File: config.mk
export PLATFORM = sky130hd
export DESIGN_NAME = i2s_sample_scheduler_flat
export DESIGN_NICKNAME = d
export VERILOG_FILES = /design/src/rtl/i2s_sample_scheduler_if.sv /design/src/rtl/i2s_sample_scheduler.sv /design/src/flat_wrapper.sv
export SDC_FILE = /design/constraint.sdc
export NUM_CORES = 1
export LEC_CHECK = 0
export CAP_MARGIN = 5
export CORE_MARGIN = 2
export CORE_UTILIZATION = 55
export DETAILED_ROUTE_END_ITERATION = 16
export PLACE_DENSITY = 0.77
export SYNTH_ARGS = -nofsm -noshare
export SYNTH_HDL_FRONTEND = slang
export SYNTH_SLANG_ARGS = --single-unit
export TNS_END_PERCENT = 10
File: constraint.sdc
create_clock -name CLK -period 3.22 [get_ports CLK]
set_clock_uncertainty 0.05 [all_clocks]
set_input_delay 0.322 -clock CLK [delete_from_list [all_inputs] [get_ports CLK]]
set_output_delay 0.322 -clock CLK [all_outputs]
set_load 0.05 [all_outputs]
File: src/rtl/i2s_sample_scheduler_if.sv
// Purpose : source-side sample bus for i2s_sample_scheduler (left = A, right = B).
// Latency : n/a (signal bundle only).
// Backpressure: a sample transfers on a CLK edge where VALID and READY are both high.
//
// Ports:
//   A_DATA/A_VALID/A_READY  left (or mono) source sample, 16-bit two's complement
//   B_DATA/B_VALID/B_READY  right source sample
//   master = sample producer, slave = scheduler
interface i2s_sample_scheduler_if;
  logic [15:0] A_DATA;
  logic        A_VALID;
  logic        A_READY;
  logic [15:0] B_DATA;
  logic        B_VALID;
  logic        B_READY;

  modport master (
    output A_DATA, A_VALID, B_DATA, B_VALID,
    input  A_READY, B_READY
  );

  modport slave (
    input  A_DATA, A_VALID, B_DATA, B_VALID,
    output A_READY, B_READY
  );
endinterface

File: src/rtl/i2s_sample_scheduler.sv
// Purpose : buffers left/right samples and hands one to the I2S master per LCK slot.
// Latency : SMP is registered on the CLK edge that sees the LCK transition (1 CLK after it).
// Backpressure: per-channel READY drops while that FIFO is full or RST is high.
//
// Ports:
//   CLK, RST      system clock, synchronous active-high reset
//   LCK           I2S word clock (0 = left slot, 1 = right slot), synchronous to CLK
//   MONO          1 = left source feeds both slots (sampled only on rising LCK)
//   CLR           clears the sticky UNDERRUN flags
//   src           A/B sample push bus (slave side)
//   SMP           sample presented to the I2S master
//   UNDERRUN      sticky flags: bit0 = A empty at its slot, bit1 = B empty at its slot
module i2s_sample_scheduler #(
  parameter int DEPTH            = 4,   // entries per channel FIFO, power of 2, >= 2
  parameter int MUTE_ON_UNDERRUN = 1    // 1 = send zero on underrun, 0 = repeat last sample
) (
  input  logic                        CLK,
  input  logic                        RST,
  input  logic                        LCK,
  input  logic                        MONO,
  input  logic                        CLR,
  i2s_sample_scheduler_if.slave       src,
  output logic [15:0]                 SMP,
  output logic [1:0]                  UNDERRUN
);

  localparam int          AW       = $clog2(DEPTH);
  localparam int unsigned ONE      = 1;
  localparam logic [AW:0] FULL_CNT = DEPTH[AW:0];

  // slot edge detection
  logic lck_d;
  logic lck_edge;
  logic lck_fall;
  logic lck_rise;

  // per-channel FIFO state
  logic [15:0]   mem_a [DEPTH];
  logic [15:0]   mem_b [DEPTH];
  logic [AW-1:0] wr_a, rd_a, wr_b, rd_b;
  logic [AW:0]   cnt_a, cnt_b;
  logic          full_a, full_b, empty_a, empty_b;
  logic          push_a, push_b, pop_a, pop_b;
  logic [15:0]   head_a, head_b;

  // slot scheduling
  logic [15:0]   last_a, last_b;
  logic [15:0]   smp_nxt;
  logic          under_a, under_b;

  assign lck_edge = (LCK != lck_d);
  assign lck_fall = lck_edge & ~LCK;
  assign lck_rise = lck_edge &  LCK;

  assign empty_a = (cnt_a == '0);
  assign empty_b = (cnt_b == '0);
  assign full_a  = (cnt_a == FULL_CNT);
  assign full_b  = (cnt_b == FULL_CNT);

  // READY comes from registered occupancy only, so a pop does not reopen a
  // full FIFO until the following cycle.
  assign src.A_READY = ~full_a & ~RST;
  assign src.B_READY = ~full_b & ~RST;

  assign push_a = src.A_VALID & src.A_READY;
  assign push_b = src.B_VALID & src.B_READY;

  assign head_a = mem_a[rd_a];
  assign head_b = mem_b[rd_b];

  // Slot decision. Emptiness is the registered count, so a push landing in the
  // same cycle as its slot is not visible to that slot (no bypass path).
  always_comb begin
    pop_a   = 1'b0;
    pop_b   = 1'b0;
    under_a = 1'b0;
    under_b = 1'b0;
    smp_nxt = SMP;
    if (lck_fall) begin
      if (!empty_a) begin
        pop_a   = 1'b1;
        smp_nxt = head_a;
      end else begin
        under_a = 1'b1;
        smp_nxt = (MUTE_ON_UNDERRUN != 0) ? 16'h0000 : last_a;
      end
    end else if (lck_rise) begin
      if (MONO) begin
        // mono repeats the left sample; B is left untouched
        smp_nxt = last_a;
      end else if (!empty_b) begin
        pop_b   = 1'b1;
        smp_nxt = head_b;
      end else begin
        under_b = 1'b1;
        smp_nxt = (MUTE_ON_UNDERRUN != 0) ? 16'h0000 : last_b;
      end
    end
  end

  // sample storage carries no reset; validity is tracked by the counters
  always_ff @(posedge CLK) begin
    if (push_a) mem_a[wr_a] <= src.A_DATA;
    if (push_b) mem_b[wr_b] <= src.B_DATA;
  end

  always_ff @(posedge CLK) begin
    // tracks LCK through reset so release never looks like a slot edge
    lck_d <= LCK;
    if (RST) begin
      wr_a     <= '0;
      rd_a     <= '0;
      cnt_a    <= '0;
      wr_b     <= '0;
      rd_b     <= '0;
      cnt_b    <= '0;
      last_a   <= '0;
      last_b   <= '0;
      SMP      <= '0;
      UNDERRUN <= '0;
    end else begin
      if (push_a) wr_a <= wr_a + ONE[AW-1:0];
      if (push_b) wr_b <= wr_b + ONE[AW-1:0];
      if (pop_a) begin
        rd_a   <= rd_a + ONE[AW-1:0];
        last_a <= head_a;
      end
      if (pop_b) begin
        rd_b   <= rd_b + ONE[AW-1:0];
        last_b <= head_b;
      end
      if (push_a && !pop_a)      cnt_a <= cnt_a + ONE[AW:0];
      else if (!push_a && pop_a) cnt_a <= cnt_a - ONE[AW:0];
      if (push_b && !pop_b)      cnt_b <= cnt_b + ONE[AW:0];
      else if (!push_b && pop_b) cnt_b <= cnt_b - ONE[AW:0];
      SMP <= smp_nxt;
      // a fresh underrun beats a coincident clear
      UNDERRUN <= (CLR ? 2'b00 : UNDERRUN) | {under_b, under_a};
    end
  end

endmodule
File: src/flat_wrapper.sv
// flat-port wrapper written by rule: the top's interface ports become plain ports
module i2s_sample_scheduler_flat 
#(
  parameter int DEPTH            = 4,                                                
  parameter int MUTE_ON_UNDERRUN = 1                                                        
)
  (CLK, RST, LCK, MONO, CLR, SMP, UNDERRUN, src_A_DATA, src_A_VALID, src_B_DATA, src_B_VALID, src_A_READY, src_B_READY);
  i2s_sample_scheduler_if src_i ();
  input  logic CLK;
  input  logic RST;
  input  logic LCK;
  input  logic MONO;
  input  logic CLR;
  output logic [15:0] SMP;
  output logic [1:0] UNDERRUN;
  input wire logic [$bits(src_i.A_DATA)-1:0] src_A_DATA;
  input wire logic [$bits(src_i.A_VALID)-1:0] src_A_VALID;
  input wire logic [$bits(src_i.B_DATA)-1:0] src_B_DATA;
  input wire logic [$bits(src_i.B_VALID)-1:0] src_B_VALID;
  output wire logic [$bits(src_i.A_READY)-1:0] src_A_READY;
  output wire logic [$bits(src_i.B_READY)-1:0] src_B_READY;
  assign src_i.A_DATA = src_A_DATA;
  assign src_i.A_VALID = src_A_VALID;
  assign src_i.B_DATA = src_B_DATA;
  assign src_i.B_VALID = src_B_VALID;
  assign src_A_READY = src_i.A_READY;
  assign src_B_READY = src_i.B_READY;
  i2s_sample_scheduler #(.DEPTH(DEPTH), .MUTE_ON_UNDERRUN(MUTE_ON_UNDERRUN)) u_core (.CLK(CLK), .RST(RST), .LCK(LCK), .MONO(MONO), .CLR(CLR), .src(src_i), .SMP(SMP), .UNDERRUN(UNDERRUN));
endmodule
=== After elaboration in Yosys (flattened, before gate mapping) ===
Memories as Yosys holds them, arrays and structs flattened. A register that Yosys moved wholly into a read port is not among the register bits.
Cells that the tools add are included.

* Bits in writable memories: 128
* Register bits: 49
* Input port bits: 39
* Bits in latches: 0
* Output and inout bits: 20
* Memories: 2
* Bits in read-only memories: 0
* Logic and storage cells: 77

{| class="wikitable"
|+ Memory list
! memory !! depth !! bits a word !! read ports !! clocked after Yosys merged registers in !! write ports !! line !! text
|-
| u_core.mem_a || 4 || 16 || 1 || 1 || 1 || i2s_sample_scheduler.sv:38 || <nowiki>logic [15:0] mem_a [DEPTH];</nowiki>
|-
| u_core.mem_b || 4 || 16 || 1 || 1 || 1 || i2s_sample_scheduler.sv:39 || <nowiki>logic [15:0] mem_b [DEPTH];</nowiki>
|}

* Multiply operators: 0
* Shift-type cells: 0
* Equal/unequal tests: 3
* Divide/modulo/power cells: 0
* Bitwise gates (word level): 11
* Order comparisons: 0
* Reduce and logical (&&, ||, !) cells: 13
* Add/sub/neg operators: 8
* Mux-type cells: 30

{| class="wikitable"
|+ Operators with widths
! kind !! number
|-
| $mux 16 || 5
|-
| $mux 1 || 16
|-
| $mux 3 || 4
|-
| $mux 2 || 5
|-
| $add 2x1->2 const B || 4
|-
| $add 3x1->3 const B || 2
|-
| $and 1x1->1 || 6
|-
| $eq 3x3->1 const B || 2
|-
| $logic_not 3->1 || 2
|-
| $reduce_bool 2->1 || 3
|-
| $sub 3x1->3 const B || 2
|-
| $logic_and 1x1->1 || 4
|-
| $logic_not 1->1 || 4
|-
| $not 1->1 || 4
|-
| $or 2x2->2 || 1
|-
| $ne 1x1->1 || 1
|}

=== Logic depth before layout (Yosys ltp) ===
* Depth in word-level cells: 8
* Gate-level depth with buffers: 12
* Mapped depth without buffers: 10

=== Worst setup path after synthesis ===
Ideal clock, no wire load.

* Kind: input port to flip-flop
* Start: in LCK
* End: reg u_core.cnt_a[2]
* Cell stages on the path: 12
* Arrival time: 2179 ps
* Data required time: 3100 ps
* Path buffers: 2
* Library setup time: 70 ps
* Path slack: 921 ps
* Path through: inv_1 > ha_1 > o31a_1 > buf_6 > inv_4 > buf_6 > ha_1 > inv_1 > fa_1 > xor2_1 > or3_1 > a21oi_1

* Cells in the longest elaborated chain, start to end: 6
* Elaborated cells on any way between the ends: 9
* Those cells by class: eq/ne (1); mux (2); bitwise (2); reduce/logical (4)

{| class="wikitable"
|+ RTL lines
! element !! line !! text
|-
| start, declared || flat_wrapper.sv:11 || <nowiki>input logic LCK;</nowiki>
|-
| $ne 1x1->1 or $not 1->1 (tied branches) || i2s_sample_scheduler.sv:51, i2s_sample_scheduler.sv:52 ||
|-
| $and 1x1->1 * || i2s_sample_scheduler.sv:52 || <nowiki>assign lck_fall = lck_edge & ~LCK;</nowiki>
|-
| $mux 1 * || i2s_sample_scheduler.sv:79 || <nowiki>if (lck_fall) begin</nowiki>
|-
| $logic_not 1->1 || i2s_sample_scheduler.sv:132 || <nowiki>if (push_a && !pop_a) cnt_a <= cnt_a + ONE[AW:0];</nowiki>
|-
| $logic_and 1x1->1 || i2s_sample_scheduler.sv:132 ||
|-
| $mux 3 or $reduce_bool 2->1 (tied branches) || - ||
|-
| end signal, assigned || i2s_sample_scheduler.sv:132 ||
|-
| end signal, assigned || i2s_sample_scheduler.sv:133 || <nowiki>else if (!push_a && pop_a) cnt_a <= cnt_a - ONE[AW:0];</nowiki>
|-
| end, declared || i2s_sample_scheduler.sv:41 || <nowiki>logic [AW:0] cnt_a, cnt_b;</nowiki>
|}

Every way passes the cells marked *; elsewhere a longest branch is shown, timed or not.
A chain may end at the register's enable or synchronous reset.

=== Worst setup path after layout ===
* Start: reg u_core.cnt_b[0]
* End: reg u_core.cnt_b[2]

* Cells in the longest elaborated chain, start to end: 8
* Elaborated cells on any way between the ends: 18
* Those cells by class: add/sub (2); eq/ne (1); mux (6); bitwise (3); reduce/logical (6)

{| class="wikitable"
|+ RTL lines
! element !! line !! text
|-
| start, declared || i2s_sample_scheduler.sv:41 ||
|-
| start signal, assigned || i2s_sample_scheduler.sv:134 || <nowiki>if (push_b && !pop_b) cnt_b <= cnt_b + ONE[AW:0];</nowiki>
|-
| start signal, assigned || i2s_sample_scheduler.sv:135 || <nowiki>else if (!push_b && pop_b) cnt_b <= cnt_b - ONE[AW:0];</nowiki>
|-
| $logic_not 3->1 || i2s_sample_scheduler.sv:56 || <nowiki>assign empty_b = (cnt_b == '0);</nowiki>
|-
| $mux 1 || i2s_sample_scheduler.sv:91 || <nowiki>end else if (!empty_b) begin</nowiki>
|-
| $mux 1 || i2s_sample_scheduler.sv:88 || <nowiki>if (MONO) begin</nowiki>
|-
| $mux 1 || i2s_sample_scheduler.sv:87 || <nowiki>end else if (lck_rise) begin</nowiki>
|-
| $mux 1 || i2s_sample_scheduler.sv:79 ||
|-
| $logic_not 1->1 || i2s_sample_scheduler.sv:134 ||
|-
| $logic_and 1x1->1 || i2s_sample_scheduler.sv:134 ||
|-
| $mux 3 or $reduce_bool 2->1 (tied branches) || - ||
|}

Several ways; a longest one is shown, not always the timed one. The select of a mux whose other input is x is not followed.

==> results.ini <==
[job]
maxCapViolations=0

[global_routing]
grt_max_degree=25
antenna_found_initial=0
grt_pass1_wl_um=21200
overflow=0
grt_usage=0.214
grt_pass1_vias=4168

[floorplan]
ioPinCount=59
coreArea_um2=12600
die-area_um2=13700
die_w_um=117
dieHeight_um=117
rows=41
start_util=0.560

[finish]
diodes=0
nets=568
syn_to_final_growth_pct=19.0
fillerInstances=872
layout-drive-gt1-share=0.153

[timing]
finalHoldViolCount=0
fin_setup_tns_ns=0
report.final.setup_viol=0
rsz0062_at_grt=no
whs_ns=0.364
fmax_mhz=408
worst_pin_slew_ns=0.815
period_minus_slack_ns=2.45
drv_slew=0
relSlewSlack=0.456
fin_crit_sh=0.760

[critical_path]
crit_top_cell=or3_1
crit_start=u_core.cnt_b[0]
critPathLaunchType=register
reg2reg_slack_ns=0.77
cp-endpoint=u_core.cnt_b[2]
slowest_stage=fa_1
path_class=reg2reg
cp_cell_sequence=or3_1 > buf_4 > nand2_1 > ha_1 > inv_1 > fa_1 > xor2_1 > or3_1 > a21oi_1
cp_max_fo=21
regToRegStartpoint=u_core.cnt_b[0]
r2r-end=u_core.cnt_b[2]
r2r_cells=9
cp_data_required_time_ns=3.52
worst_setup_path_end_kind=register
cpPeakStageDelay_ns=0.38
crit_arrival_ns=2.75

[logic_synthesis]
ys.flop_type=edfxtp_1
async_flop_share=0
synth_top_area_cell=edfxtp_1
synth_top_cells_by_area=edfxtp_1 (55%), dfxtp_1 (15%), mux4_2 (7.4%), mux4_1 (3.4%), a21oi_1 (2.8%)
postSynthAreaPerCell_um2=15.8
syn_area_um2=7040
yosysMostFrequentCell=edfxtp_1
syn-instance-count=445
ys_ff_latch=181
ys_types=38
ys_seq_area_frac=0.697
synthesis.nets=498
yosys_warnings=0
synth-edff-count=128
synth_top_area_share=0.546
synth_common_cells=edfxtp_1 (128), dfxtp_1 (53), a21oi_1 (40), nand2_1 (33), mux4_2 (23)

[place]
globalplace.congestion=0.801
post-dp-hpwl_um=8750
port_buffers=58

[drt]
viasPerCell=5.78
vias=4049
drtPass1Iterations=6
drc_errors=0
wl_per_cell_um=19.4
drt_wl_total_um=13600
route.antenna.remaining_nets=0
drt_iter0_drc=302

[clock_network]
clock_sinks=181
cts_max_level=4
postCtsSetupBuffers=0
cts-buffers-inserted=17
ctsHoldBuffers=0
ctsRootBufferMaster=clkbuf_16
insertion_delay_ns=0.43
ctsLongestPathBuffers=2
cts_tree=yes
cts_resized=0
path_clk_slew_ns=0.07

[power]
clockPowerShare=0.366
internal_power_mw=4.08
power.leakage_nw=2.81
p_seq_frac=0.491
switching_power_mw=1.50
p_comb_frac=0.143
p_sw_frac=0.268
max-vdd-ir-drop_mv=0.464
powerDensity_nw_per_um2=665

[outcome]
status=finished clean

[worst_hold_path]
hp-class=in2reg

-- per-layer routing --
layer | global-route usage | share of wire | vias up
met3 | 0.0572 | 0.057 | 21
met2 | 0.362 | 0.52 | 158
met1 | 0.268 | 0.41 | 2025
met4 | 0.0776 | 0.015 | 0
li1 | - | - | 1845
met5 | 0 | 0 | -
-- power groups by stage --
stage	Sequential [mW]	Clock, mW	Combinational (mW)
final	2.74	2.04	0.797
after floorplan	2.84	0	0.487
after detailed placement	2.79	0	0.793
after global routing	2.75	2.18	0.869
after global placement	2.77	0	0.764
after CTS	2.74	2.07	0.803
-- how the worst min path moves through the flow --
stage | from | to | slack [ns] | depth (start not counted)
CTS | LCK | u_core.lck_d | 0.34 | 1
detailed placement | u_core.last_a[15] | u_core.last_a[15] | 0.40 | 2
global placement | u_core.last_a[2] | u_core.last_a[2] | 0.39 | 2
finish | LCK | u_core.lck_d | 0.36 | 1
floorplan | LCK | u_core.lck_d | 0.30 | 0
global route | LCK | u_core.lck_d | 0.35 | 1
-- cells in the final DEF, fill, tap and decap left out, types with 4 or more instances in the layout --
master | netlist | routed
nand3_1 | 17 | 17
inv_1 | 16 | 16
dfxtp_1 | 53 | 53
a31oi_1 | 16 | 16
clkdlybuf4s50_1 | 0 | 56
buf_4 | 0 | 19
nand2_1 | 33 | 33
and2_1 | 8 | 8
nor2_1 | 13 | 13
mux4_2 | 23 | 23
ha_1 | 12 | 12
inv_8 | 0 | 5
mux4_1 | 9 | 9
xor2_1 | 4 | 4
a21oi_1 | 40 | 40
o21ai_0 | 19 | 19
or3_1 | 4 | 4
clkbuf_16 | 0 | 17
edfxtp_1 | 128 | 128
-- final cells by class --
type,count,area (um^2),area share
Timing Repair Buffer,75,703,0.0839
Tap cell,172,215,0.0257
Multi-Input combinational cell,223,1900,0.227
Clock buffer,18,429,0.0512
Sequential cell,181,4900,0.585
Clock inverter,14,160,0.0191
Inverter,17,66.3,0.00791
-- cells by family (layout without fill, tap and decap cells) --
family,after synthesis,count (layout),share of synthesized area
and+or+nand+nor,86,86,0.0601
AOI/OAI and AO/OA,82,82,0.0640
adders and majority gates,14,14,0.0270
buffers and inverters,41,124,0.0331
xor gates and xnor gates,5,5,0.00622
DFF,181,181,0.697
muxes,36,36,0.113
-- worst max-delay path: cells and delay by family (launching register included) --
family,cells,cell delay [ns]
adders and majority gates,2,0.56
AOI/OAI and AO/OA,1,0.17
xor gates and xnor gates,1,0.17
and+or+nand+nor,3,0.78
buffers and inverters,2,0.28
DFF,1,0.37
-- through the flow --
step                      utilization  total power [mW]  instances  setup slack [ns]  instance area [um^2]
after floorplan                     -              3.33        445             0.921                  7040
after global placement          0.620              3.54        668             0.453                  7790
after detailed placement        0.620              3.58        668             0.343                  7790
after CTS                       0.667              5.61        700             0.789                  8380
after global routing            0.667              5.79        700             0.648                  8380
final                           0.667              5.58        700             0.772                  8380
-- sequential cells by signal (all words and copies together), names as in the netlist, named ones only --
signal	cells
u_core.mem_a	64
u_core.mem_b	64
u_core.SMP	16
u_core.last_a	16
u_core.cnt_a	3
u_core.cnt_b	3
u_core.UNDERRUN	2
u_core.rd_a	2
u_core.rd_b	2
u_core.wr_a	2
u_core.wr_b	2
u_core.lck_d	1
Power figures use the tool's default switching activity.
